**src/rtl/bootram_bridge_pkg.sv**
```systemverilog
// Shared types and constants for the boot RAM bus bridge.
//   state_e : bridge FSM states
//   LANES   : byte lanes per 32-bit bus word
//   LANE_W  : bits needed to index a lane
//   BYTE_W  : bits per RAM byte
package bootram_bridge_pkg;

  localparam int unsigned LANES  = 4;
  localparam int unsigned LANE_W = 2;
  localparam int unsigned BYTE_W = 8;

  typedef enum logic [2:0] {
    StIdle,
    StRead,
    StDrain,
    StWrite,
    StResp
  } state_e;

endpackage

```
**src/rtl/bootram_lane_next.sv**
```systemverilog
// Lowest-set-lane priority encoder for the byte-enable mask.
// Ports:
//   mask  in  LANES   byte-lane mask
//   lane  out LANE_W  index of the lowest set bit (0 when mask is empty)
//   empty out 1       mask has no bits set
module bootram_lane_next
  import bootram_bridge_pkg::*;
(
  input  logic [LANES-1:0]  mask,
  output logic [LANE_W-1:0] lane,
  output logic              empty
);

  always_comb begin
    lane = '0;
    // Walk downwards so the lowest set bit is the last one written.
    for (int i = LANES - 1; i >= 0; i--) begin
      if (mask[i]) begin
        lane = LANE_W'(i);
      end
    end
    empty = (mask == '0);
  end

endmodule

```
**src/rtl/bootram_bus_bridge.sv**
```systemverilog
// Bridge from 32-bit CPU memory requests to the byte-wide 2Kx8 boot RAM port.
// Reads issue four sequential byte reads and assemble them little-endian; writes
// issue one RAM write per enabled byte lane, skipping disabled lanes.
// Optional feature: define BOOTRAM_BRIDGE_WP_EN to add the wp input; when wp=1
// in IDLE a write request completes immediately without touching the RAM.
// Ports:
//   clk, reset          clock, synchronous active-high reset
//   valid/ready         request handshake; ready is a one-cycle completion strobe
//   addr, wdata, wstrb  request (held by the master until ready); wstrb=0 is a read
//   rdata               assembled read data, held until the next read completes
//   ram_ce/oce/wre      RAM enables
//   ram_reset           RAM output reset (follows reset)
//   ram_ad/din/dout     RAM byte address, write byte, read byte
//   wp                  write protect (only with BOOTRAM_BRIDGE_WP_EN)
module bootram_bus_bridge #(
  parameter int unsigned ADDR_W = 11,
  parameter int unsigned LANES  = 4
) (
  input  logic              clk,
  input  logic              reset,
  input  logic              valid,
  output logic              ready,
  input  logic [ADDR_W-1:0] addr,
  input  logic [31:0]       wdata,
  input  logic [LANES-1:0]  wstrb,
  output logic [31:0]       rdata,
  output logic              ram_ce,
  output logic              ram_oce,
  output logic              ram_wre,
  output logic              ram_reset,
  output logic [ADDR_W-1:0] ram_ad,
  output logic [7:0]        ram_din,
`ifdef BOOTRAM_BRIDGE_WP_EN
  input  logic              wp,
`endif
  input  logic [7:0]        ram_dout
);

  import bootram_bridge_pkg::*;

  state_e             state_q;
  logic [LANE_W-1:0]  lane_q;
  logic [LANES-1:0]   mask_q;
  logic [LANES-1:0]   lane_bit;
  logic [LANES-1:0]   mask_rest;
  logic [LANE_W-1:0]  first_lane;
  logic [LANE_W-1:0]  next_lane;
  logic [LANE_W-1:0]  lane_prev;
  logic               first_empty;
  logic               rest_empty;
  logic               wp_active;
  logic [1:0]         unused_addr;

  // Word-aligned requests: the low address bits are replaced by the lane index.
  assign unused_addr = addr[1:0];

`ifdef BOOTRAM_BRIDGE_WP_EN
  assign wp_active = wp;
`else
  assign wp_active = 1'b0;
`endif

  assign ram_oce   = ram_ce;
  assign ram_reset = reset;
  assign ram_ad    = {addr[ADDR_W-1:LANE_W], lane_q};
  assign ram_din   = wdata[{lane_q, 3'b000} +: BYTE_W];

  always_comb begin
    lane_bit         = '0;
    lane_bit[lane_q] = 1'b1;
    mask_rest        = mask_q & ~lane_bit;
    lane_prev        = lane_q - LANE_W'(1);
  end

  bootram_lane_next u_first (
    .mask  (wstrb),
    .lane  (first_lane),
    .empty (first_empty)
  );

  bootram_lane_next u_next (
    .mask  (mask_rest),
    .lane  (next_lane),
    .empty (rest_empty)
  );

  always_ff @(posedge clk) begin
    if (reset) begin
      state_q <= StIdle;
      ready   <= 1'b0;
      rdata   <= '0;
      ram_ce  <= 1'b0;
      ram_wre <= 1'b0;
      lane_q  <= '0;
      mask_q  <= '0;
    end else begin
      unique case (state_q)
        StIdle: begin
          if (valid) begin
            if (first_empty) begin
              state_q <= StRead;
              lane_q  <= '0;
              ram_ce  <= 1'b1;
            end else if (wp_active) begin
              state_q <= StResp;
              ready   <= 1'b1;
            end else begin
              state_q <= StWrite;
              mask_q  <= wstrb;
              lane_q  <= first_lane;
              ram_ce  <= 1'b1;
              ram_wre <= 1'b1;
            end
          end
        end
        StRead: begin
          // The byte addressed last cycle is on ram_dout now.
          if (lane_q != '0) begin
            rdata[{lane_prev, 3'b000} +: BYTE_W] <= ram_dout;
          end
          if (lane_q == LANE_W'(LANES - 1)) begin
            state_q <= StDrain;
            ram_ce  <= 1'b0;
          end else begin
            lane_q <= lane_q + LANE_W'(1);
          end
        end
        StDrain: begin
          rdata[31:24] <= ram_dout;
          state_q      <= StResp;
          ready        <= 1'b1;
        end
        StWrite: begin
          mask_q <= mask_rest;
          if (rest_empty) begin
            state_q <= StResp;
            ram_ce  <= 1'b0;
            ram_wre <= 1'b0;
            ready   <= 1'b1;
          end else begin
            lane_q <= next_lane;
          end
        end
        StResp: begin
          ready   <= 1'b0;
          state_q <= StIdle;
        end
        default: begin
          state_q <= StIdle;
        end
      endcase
    end
  end

endmodule

```
**config.mk**
```make
export PLATFORM = sky130hd
export DESIGN_NAME = bootram_bus_bridge
export DESIGN_NICKNAME = d
export VERILOG_FILES = /design/src/rtl/bootram_bridge_pkg.sv /design/src/rtl/bootram_lane_next.sv /design/src/rtl/bootram_bus_bridge.sv
export SDC_FILE = /design/constraint.sdc
export NUM_CORES = 1
export LEC_CHECK = 0
export ABC_AREA = 1
export BUFFER_PORTS_ARGS = -buffer_cell sky130_fd_sc_hd__buf_2
export CORE_ASPECT_RATIO = 0.7
export CORE_MARGIN = 8
export CORE_UTILIZATION = 36
export DETAILED_ROUTE_END_ITERATION = 8
export SLEW_MARGIN = 20
export SYNTH_ARGS = -nofsm -noshare
export SYNTH_HDL_FRONTEND = slang
export SYNTH_SLANG_ARGS = --single-unit
```
**constraint.sdc**
```tcl
create_clock -name clk -period 2.25 [get_ports clk]
set_input_delay 0.225 -clock clk [delete_from_list [all_inputs] [get_ports clk]]
set_output_delay 0.225 -clock clk [all_outputs]
set_load 0.02 [all_outputs]
```
==> results.ini, run 1 <==
[clock_tree]
post-cts-setup-buffer-count = 0
root_buffer = clkbuf_8
cts_tree = yes
ctsHoldBuffers = 0
h-tree-depth = 2
clock_latency_ns = 0.30
clk_path_buf_depth = 2
clk_pin_slew_worst_paths_ns = 0.08
cts_repair_resize_count = 0
cts_buffers = 5
clkSinkCount = 44

[sta]
setup_tns_ns = 0
finalHoldViolations = 0
fin_worst_skew_ns = 0.004600
fmax_mhz = 532.5
setup_ws_ns = 0.3721
whs_ns = 0.1961
min_period_over_period = 0.8346
worst_pin_slew_ns = 0.7541
slew_violations = 0
rsz0062_at_grt = no
period_needed_ns = 1.878
max_slew_margin = 0.4967
finalSetupViolations = 0

[worst_setup_path]
worstSetupEndpointType = flop
cp_num_cells = 10
arrival_ns = 2.08
r2r_cells = 10
critical_path.top_delay_family = simple AND/OR/NAND/NOR gates
start_kind = flop
critical_path_class = flop to flop
worst-path-buf-inv = 2
crit_chain = inv_1 -> ha_1 -> inv_1 -> nand2_1 -> nand2_1 -> nor2_1 -> nor2_1 -> nor2_1 -> o21ai_0 -> nor2_1
critPathRequiredTime_ns = 2.45
crit_path_top_delay_cell = dfxtp_1
slowest_delay_ns = 0.43
path_max_fanout = 7
crit_top_cell = nor2_1

[detailed_routing]
postRouteAntennaNets = 0
wl_per_cell_um = 13.69
first_pass_iters = 4
viasPerCell = 4.831
vias = 2604
first_iter_violations = 175
wl_mm = 7.378
drc = 0

[floorplanning]
core-area_um2 = 6725
die_area_um2 = 9864
die_y_um = 85.53
rows = 25
die_x_um = 115.3
start_util = 0.3697
pin_count = 114

[layout]
fin_area_um2 = 3039
most-common-layout-cells = 93 x buf_2, 60 x nor2_1, 59 x nand2_1, 44 x dfxtp_1, 41 x o21ai_0
syn2layout_area_growth_pct = 22.24
fill_cells = 699
final_common_cell = buf_2
nets = 510
drive_above_1_share = 0.2787
num_antenna_cells = 0
fin_cells = 539

[yosys]
synth_cells = 366
synth_fp_nets = 432
yosysWarnings = 0
ys_seq_area_frac = 0.3543
ys_seq_elements = 44
synth_area_um2 = 2486
syn_area_per_cell_um2 = 6.793
ys_types = 26

[global_routing]
first_global_vias = 2522
antenna_found_initial = 0
grt_max_degree = 29
grt_pass1_wl_mm = 12.09
grt.total_usage = 0.1519
grt.overflow.total = 0

[flow_run]
drv_cap = 0

[power]
ir_drop_mv = 0.4336
power_density_nw_per_um2 = 1110
leakage_nw = 1.441

[placement]
placed_area_um2 = 2928
gp_congestion = 0.8549
dp_cells = 531
io_buffers = 93
pre_cts_ws_ns = 0.4012
dpl.hpwl_mm = 5.818

[worst_hold_path]
hp-class = primary input to flop
hold_depth = 3

[run_status]
status = complete, no violations

## worst min-delay path, cell delays in order
cell and delay [ns]:
buf_2 0.11, nand2_1 0.06, a21oi_1 0.06
## report_power, final
| part | leakage (nW) | switching, W | internal, W |
|---|---|---|---|
| clock network | 0.0541 | 0.000277 | 0.000328 |
| logic | 1.03 | 0.00117 | 0.000533 |
| registers | 0.358 | 0.000128 | 0.000933 |
| total | 1.44 | 0.00158 | 0.00179 |
## final timing paths
kind / slack (ns) / from / to
setup / recovery: 0.37 / lane_q[0] / ready
setup reg to reg: 0.37 / lane_q[0] / ready
hold / removal: 0.20 / valid / ram_ce
hold reg to reg: 0.44 / rdata[12] / rdata[12]
## per-layer routing
layer / vias up / routed length (µm) / global-route usage / part of all wire
li1: 1334 / - / - / -
met4: 0 / 104 / 0.04988 / 0.014
met1: 1152 / 3481 / 0.1977 / 0.47
met3: 9 / 746 / 0.06241 / 0.10
met2: 109 / 3045 / 0.2205 / 0.41
met5: - / 0 / 0 / 0
## kinds of logic after synthesis
| kind of cell | synth area share |
|---|---|
| AO/OA/AOI/OAI | 0.2079 |
| buffers and inverters | 0.1278 |
| flip-flops | 0.3543 |
| AND/OR/NAND/NOR | 0.2698 |
| adder cells (fa/ha/maj) | 0.04026 |
## Yosys cell counts
| cell | n | share of area |
|---|---|---|
| nor2_1 | 60 | 0.091 |
| nand2_1 | 59 | 0.089 |
| dfxtp_1 | 44 | 0.35 |
| o21ai_0 | 41 | 0.083 |
| a21oi_1 | 39 | 0.079 |
| inv_1 | 36 | 0.054 |
| nand3_1 | 15 | 0.030 |
| buf_4 | 12 | 0.036 |
| ha_1 | 8 | 0.040 |
| o22ai_1 | 8 | 0.020 |
| clkbuf_1 | 6 | 0.0091 |
| buf_2 | 5 | 0.010 |
| nor3_1 | 4 | 0.0081 |
| a21oi_2 | 3 | 0.011 |
| buf_6 | 3 | 0.014 |
| inv_2 | 3 | 0.0045 |
| nand2_2 | 3 | 0.0075 |
| nand3_2 | 3 | 0.012 |
| nand4_1 | 3 | 0.0075 |
| o21ai_1 | 3 | 0.0060 |
| nor2_2 | 2 | 0.0050 |
| o21ai_2 | 2 | 0.0070 |
| nand3_4 | 1 | 0.0070 |
| nand3b_4 | 1 | 0.0081 |
| nor2_4 | 1 | 0.0045 |
| o211ai_1 | 1 | 0.0030 |
## registers in the layout (all words and copies together), names as in the netlist
name / flops
ram_wre: 1
lane_q: 2
mask_q: 4
rdata: 32
ram_ce: 1
ready: 1
state_q: 3
## per-stage QoR
stage / util / total power (W)
after floorplan: - / 0.002354
after global placement: 0.4353 / 0.002760
after detailed placement: 0.4353 / 0.002780
after CTS: 0.4519 / 0.003391
after global routing: 0.4519 / 0.003652
final: 0.4519 / 0.003373
## layout make-up
class | instances | area, µm² | share of cell area
clock inverter | 3 | 42.54 | 0.01400
sequential | 44 | 880.8 | 0.2898
multi-input combinational | 257 | 1287 | 0.4236
tap | 94 | 117.6 | 0.03870
clock buffer | 5 | 68.82 | 0.02264
inverter | 39 | 146.4 | 0.04817
timing repair buffer | 97 | 495.5 | 0.1630
No activity file was read; power rests on OpenSTA's default activity.
==> run 2: changes to the inputs <==
- clock period: 2.25 -> 1.8 ns (I/O delays scaled with it)
==> results.ini, run 2 (synthesis results as in run 1) <==
[global_routing]
antenna_found_initial = 0
grt.overflow.total = 0
grt_max_degree = 26
grt.total_usage = 0.1465
grt_pass1_wl_mm = 11.67
first_global_vias = 2423

[worst_setup_path]
start_kind = flop
arrival_ns = 1.51
crit_path_top_delay_cell = dfxtp_4
worst-path-buf-inv = 3
slowest_delay_ns = 0.37
critical_path.top_delay_family = buffers and inverters
worstSetupEndpointType = output port
cp_num_cells = 5
regToRegStartpoint = lane_q[0]
crit_chain = clkinvlp_4 -> buf_4 -> o21ai_0 -> o22ai_1 -> buf_2
path_max_fanout = 16
rr_endpoint = rdata[8]
critical_path_class = flop to output port
r2r_cells = 6
critPathRequiredTime_ns = 1.62
cp-startpoint = lane_q[0]
crit_path_end = ram_din[4]
r2r_setup_slack_ns = 0.12

[layout]
drive_above_1_share = 0.2962
syn2layout_area_growth_pct = 25.21
fin_util = 0.4629
largest_reg_flops = 32
largestRegisters = rdata (32), mask_q (4), state_q (3)
most-common-layout-cells = 93 x buf_2, 60 x nor2_1, 58 x nand2_1, 42 x dfxtp_1, 41 x o21ai_0
fin_area_um2 = 3113
largest-register = rdata
final_common_cell = buf_2
nets = 515
num_antenna_cells = 0

[sta]
period_needed_ns = 1.690
finalHoldViolations = 0
min_period_over_period = 0.9387
whs_ns = 0.1672
rsz0062_at_grt = yes
max_slew_margin = 0.5352
fin_worst_skew_ns = 0.004614
fmax_mhz = 591.9
finalSetupViolations = 0
slew_violations = 0
worst_pin_slew_ns = 0.6964

[detailed_routing]
postRouteAntennaNets = 0
first_pass_iters = 4
wl_mm = 7.262
first_iter_violations = 131
drc = 0
wl_per_cell_um = 13.37
viasPerCell = 4.727
vias = 2567

[floorplanning]
start_util = 0.3697
die_x_um = 115.3
rows = 25
core-area_um2 = 6725
die_y_um = 85.53
die_area_um2 = 9864
pin_count = 114

[clock_tree]
clk_pin_slew_worst_paths_ns = 0.08
ctsHoldBuffers = 0
cts_tree = yes
clkSinkCount = 44
cts_buffers = 5
h-tree-depth = 2
clock_latency_ns = 0.29
root_buffer = clkbuf_8
clk_path_buf_depth = 2

[placement]
gp_congestion = 0.8278
dpl.hpwl_mm = 5.772
placed_area_um2 = 2963
io_buffers = 93

[run_status]
status = complete, no violations

[worst_hold_path]
hp-class = primary input to flop

[flow_run]
drv_cap = 0

[power]
total_power_w = 0.004371
ir_drop_mv = 0.5207
power_density_nw_per_um2 = 1404
leakage_nw = 1.472

## run 2: how the worst min path moves through the flow
stage | start | to | slack (ns) | cells past startpoint
CTS | valid | ram_ce | 0.16 | 3
detailed placement | addr[2] | ram_ad[2] | 0.36 | 0
floorplan | ram_dout[0] | rdata[24] | 0.33 | 2
global route | ram_dout[4] | rdata[28] | 0.18 | 3
global placement | addr[2] | ram_ad[2] | 0.36 | 0
finish | valid | ram_ce | 0.17 | 3
## run 2: worst min-delay path: cells and delay by family
kind | cells | cell delay [ns]
buffers and inverters | 1 | 0.11
AND/OR/NAND/NOR | 1 | 0.06
AO/OA/AOI/OAI | 1 | 0.06
## run 2: layout make-up
cell class	count	area [µm²]
clock buffer	6	93.84
clock inverter	1	30.03
fill	689	3612
inverter	39	150.1
multi-input combinational	257	1303
sequential	44	885.9
tap	94	117.6
timing repair buffer	102	533.0
## run 2: power breakdown
group          switching [W]  internal [W]  total (W)  leakage [nW]
logic                0.00150      0.000723    0.00222          1.05
clock network       0.000320      0.000490   0.000811        0.0624
registers           0.000168       0.00117    0.00134         0.359
total                0.00199       0.00239    0.00437          1.47
## run 2: per-stage QoR
stage	instances	worst slack [ns]	setup TNS [ns]
after floorplan	366	0.01986	0
after global placement	535	0.1697	0
after detailed placement	535	0.1357	0
after CTS	542	0.05331	0
after global routing	543	-0.01389	-0.01940
final	543	0.1104	0
## run 2: what timing repair did
action / in CTS / in global routing
gates resized for setup: 0 / 4
buffers inserted: 0 / 1
setup endpoints to repair: 0 / 13
## run 2: layer usage
layer  wire [µm]  global-route usage  up-vias
met5           0                   0        -
met1        3530              0.1992     1114
met2        2832              0.2032      102
met4          75             0.04038        0
li1            -                   -     1344
met3         824             0.06311        7
==> run 3: changes to the inputs <==
- ABC_AREA: 1 -> default
- PLACE_DENSITY: default -> 0.65
==> results.ini, run 3 <==
[run_status]
status = complete, no violations

[layout]
drive_above_1_share = 0.4242
final_common_cell = buf_2
syn2layout_area_growth_pct = 32.25
fin_util = 0.4895
num_antenna_cells = 0
fill_cells = 625
largestRegisters = rdata (32), mask_q (4), state_q (3)
most-common-layout-cells = 93 x buf_2, 41 x dfxtp_1, 36 x a21oi_1, 30 x nand2_1, 29 x nand3_1
nets = 421
fin_cells = 434
largest_reg_flops = 32
largest-register = rdata

[detailed_routing]
vias = 2277
first_pass_iters = 4
postRouteAntennaNets = 0
wl_per_cell_um = 15.98
drc = 0
wl_mm = 6.935
viasPerCell = 5.247
first_iter_violations = 129

[worst_setup_path]
arrival_ns = 1.55
crit_path_top_delay_cell = mux4_2
critical_path_class = flop to output port
start_kind = flop
slowest_delay_ns = 0.52
critical_path.top_delay_family = multiplexers
path_max_fanout = 10
worstSetupEndpointType = output port
critPathRequiredTime_ns = 1.62
worst-path-buf-inv = 2
crit_chain = buf_6 -> mux4_2 -> buf_2

[yosys]
yosysWarnings = 0
synth_top_family_by_area = simple AND/OR/NAND/NOR gates
synth_fp_nets = 327
ys.flop_type = dfxtp_1
synthAdderAreaFrac = 0.04350
syn_area_per_cell_um2 = 8.816
yosysMostFrequentCell = dfxtp_1
async_flop_share = 0
ys_seq_elements = 44
synth_cells = 261
synth_area_um2 = 2301
yosys.area_share.simple = 0.2306
yosys-top-cells-count = 44 x dfxtp_1, 36 x a21oi_1, 30 x nand2_1, 29 x nand3_1, 16 x nor2_1
yosys.area.top_type = dfxtp_1
synth.area.top_cells = dfxtp_1 38%, a21oi_1 7.8%, mux4_2 7.8%
synth_edf_count = 0
ys_types = 41
netlist.area_leader.share = 0.3828
synth_compound_area_frac = 0.1876
synthXorXnorAreaFrac = 0
ys_seq_area_frac = 0.3828
synthMuxAreaShare = 0.08265

[sta]
min_period_over_period = 0.9627
setup_ws_ns = 0.06721
fin_worst_skew_ns = 0.007344
worst_pin_slew_ns = 0.5892
max_slew_margin = 0.6042
rsz0062_at_grt = yes
fmax_mhz = 577.1
slew_violations = 0
finalHoldViolations = 0
period_needed_ns = 1.733
finalSetupViolations = 0

[placement]
dpl.hpwl_mm = 5.449
gp_congestion = 0.8733
dp_cells = 423
pre_cts_ws_ns = -0.007502
io_buffers = 93

[clock_tree]
ctsHoldBuffers = 0
clkSinkCount = 44
clk_path_buf_depth = 2
clock_latency_ns = 0.29
cts_buffers = 5
clk_pin_slew_worst_paths_ns = 0.08
cts_tree = yes
root_buffer = clkbuf_8
h-tree-depth = 2

[power]
ir_drop_mv = 0.3622
combPwrFrac = 0.313
power_density_nw_per_um2 = 878.8
p_sw_w = 0.0008588
clkPwrFrac = 0.278
pwr-share-seq = 0.409
p_int_w = 0.001815
leakage_nw = 1.301
netSwitchingFraction = 0.3211
total_power_w = 0.002674

[worst_hold_path]
hp-class = primary input to flop

[flow_run]
drv_cap = 0

[global_routing]
grt_pass1_wl_mm = 11.28
antenna_found_initial = 0
grt_max_degree = 33
grt.overflow.total = 0
use_met2 = 0.2128
first_global_vias = 2311
grt_util_met1 = 0.1929
busiest_layer = met2
met3_usage = 0.06503
grt.total_usage = 0.1452

[floorplanning]
pin_count = 114
die_y_um = 82.89
core-area_um2 = 6216
rows = 24
start_util = 0.3702
die_x_um = 111.6
die_area_um2 = 9247

run 3: worst min-delay path, stage by stage:
cell,delay [ns]
buf_2,0.09
a32oi_1,0.08
nor2_1,0.07
run 3: routing by layer:
| layer | vias to the layer above | part of all wire |
|---|---|---|
| met1 | 1050 | 0.46 |
| met4 | 0 | 0.0033 |
| li1 | 1114 | - |
| met3 | 4 | 0.12 |
| met5 | - | 0 |
| met2 | 109 | 0.41 |
run 3: cell families after synthesis:
group / Yosys count
mux: 9
buf+inv: 31
flops: 44
fa+ha+maj: 8
simple gates: 103
compound gates: 66
run 3: layout make-up:
| cell class | count | area [µm²] | area share |
|---|---|---|---|
| Timing Repair Buffer | 113 | 631.9 | 0.2076 |
| Sequential cell | 44 | 884.6 | 0.2907 |
| Clock buffer | 6 | 72.57 | 0.02385 |
| Clock inverter | 2 | 35.03 | 0.01151 |
| Inverter | 5 | 18.77 | 0.006168 |
| Multi-Input combinational cell | 186 | 1303 | 0.4280 |
| Tap cell | 78 | 97.59 | 0.03207 |
run 3: what timing repair did:
item                       CTS  global route
resized for setup            0            10
setup endpoints to repair    1            45
pin swaps                    1             1
buffers inserted             1             2
run 3: per-stage QoR:
stage	area (µm²)	TNS (ns)	hold slack (ns)
floorplan	2328	0	0.3283
global placement	2880	0	0.3601
detailed placement	2880	-0.007502	0.3601
CTS	2995	0	0.1625
global route	3043	-0.01507	0.1831
finish	3043	0	0.1646
run 3: final timing paths:
kind | from | endpoint | slack [ns] | cells past startpoint
min reg2reg | rdata[20] | rdata[20] | 0.45 | 2
max | lane_q[0] | ram_din[5] | 0.07 | 3
min | valid | ram_ce | 0.16 | 3
max reg2reg | lane_q[0] | ram_ce | 0.08 | 8
run 3: power groups by stage:
stage	Clock (W)	Sequential (W)	Combinational, W
floorplan	0	0.00114	0.000514
detailed placement	0	0.00111	0.000796
CTS	0.000762	0.00109	0.000800
finish	0.000744	0.00109	0.000836
global placement	0	0.00111	0.000782
global route	0.000804	0.00111	0.000913
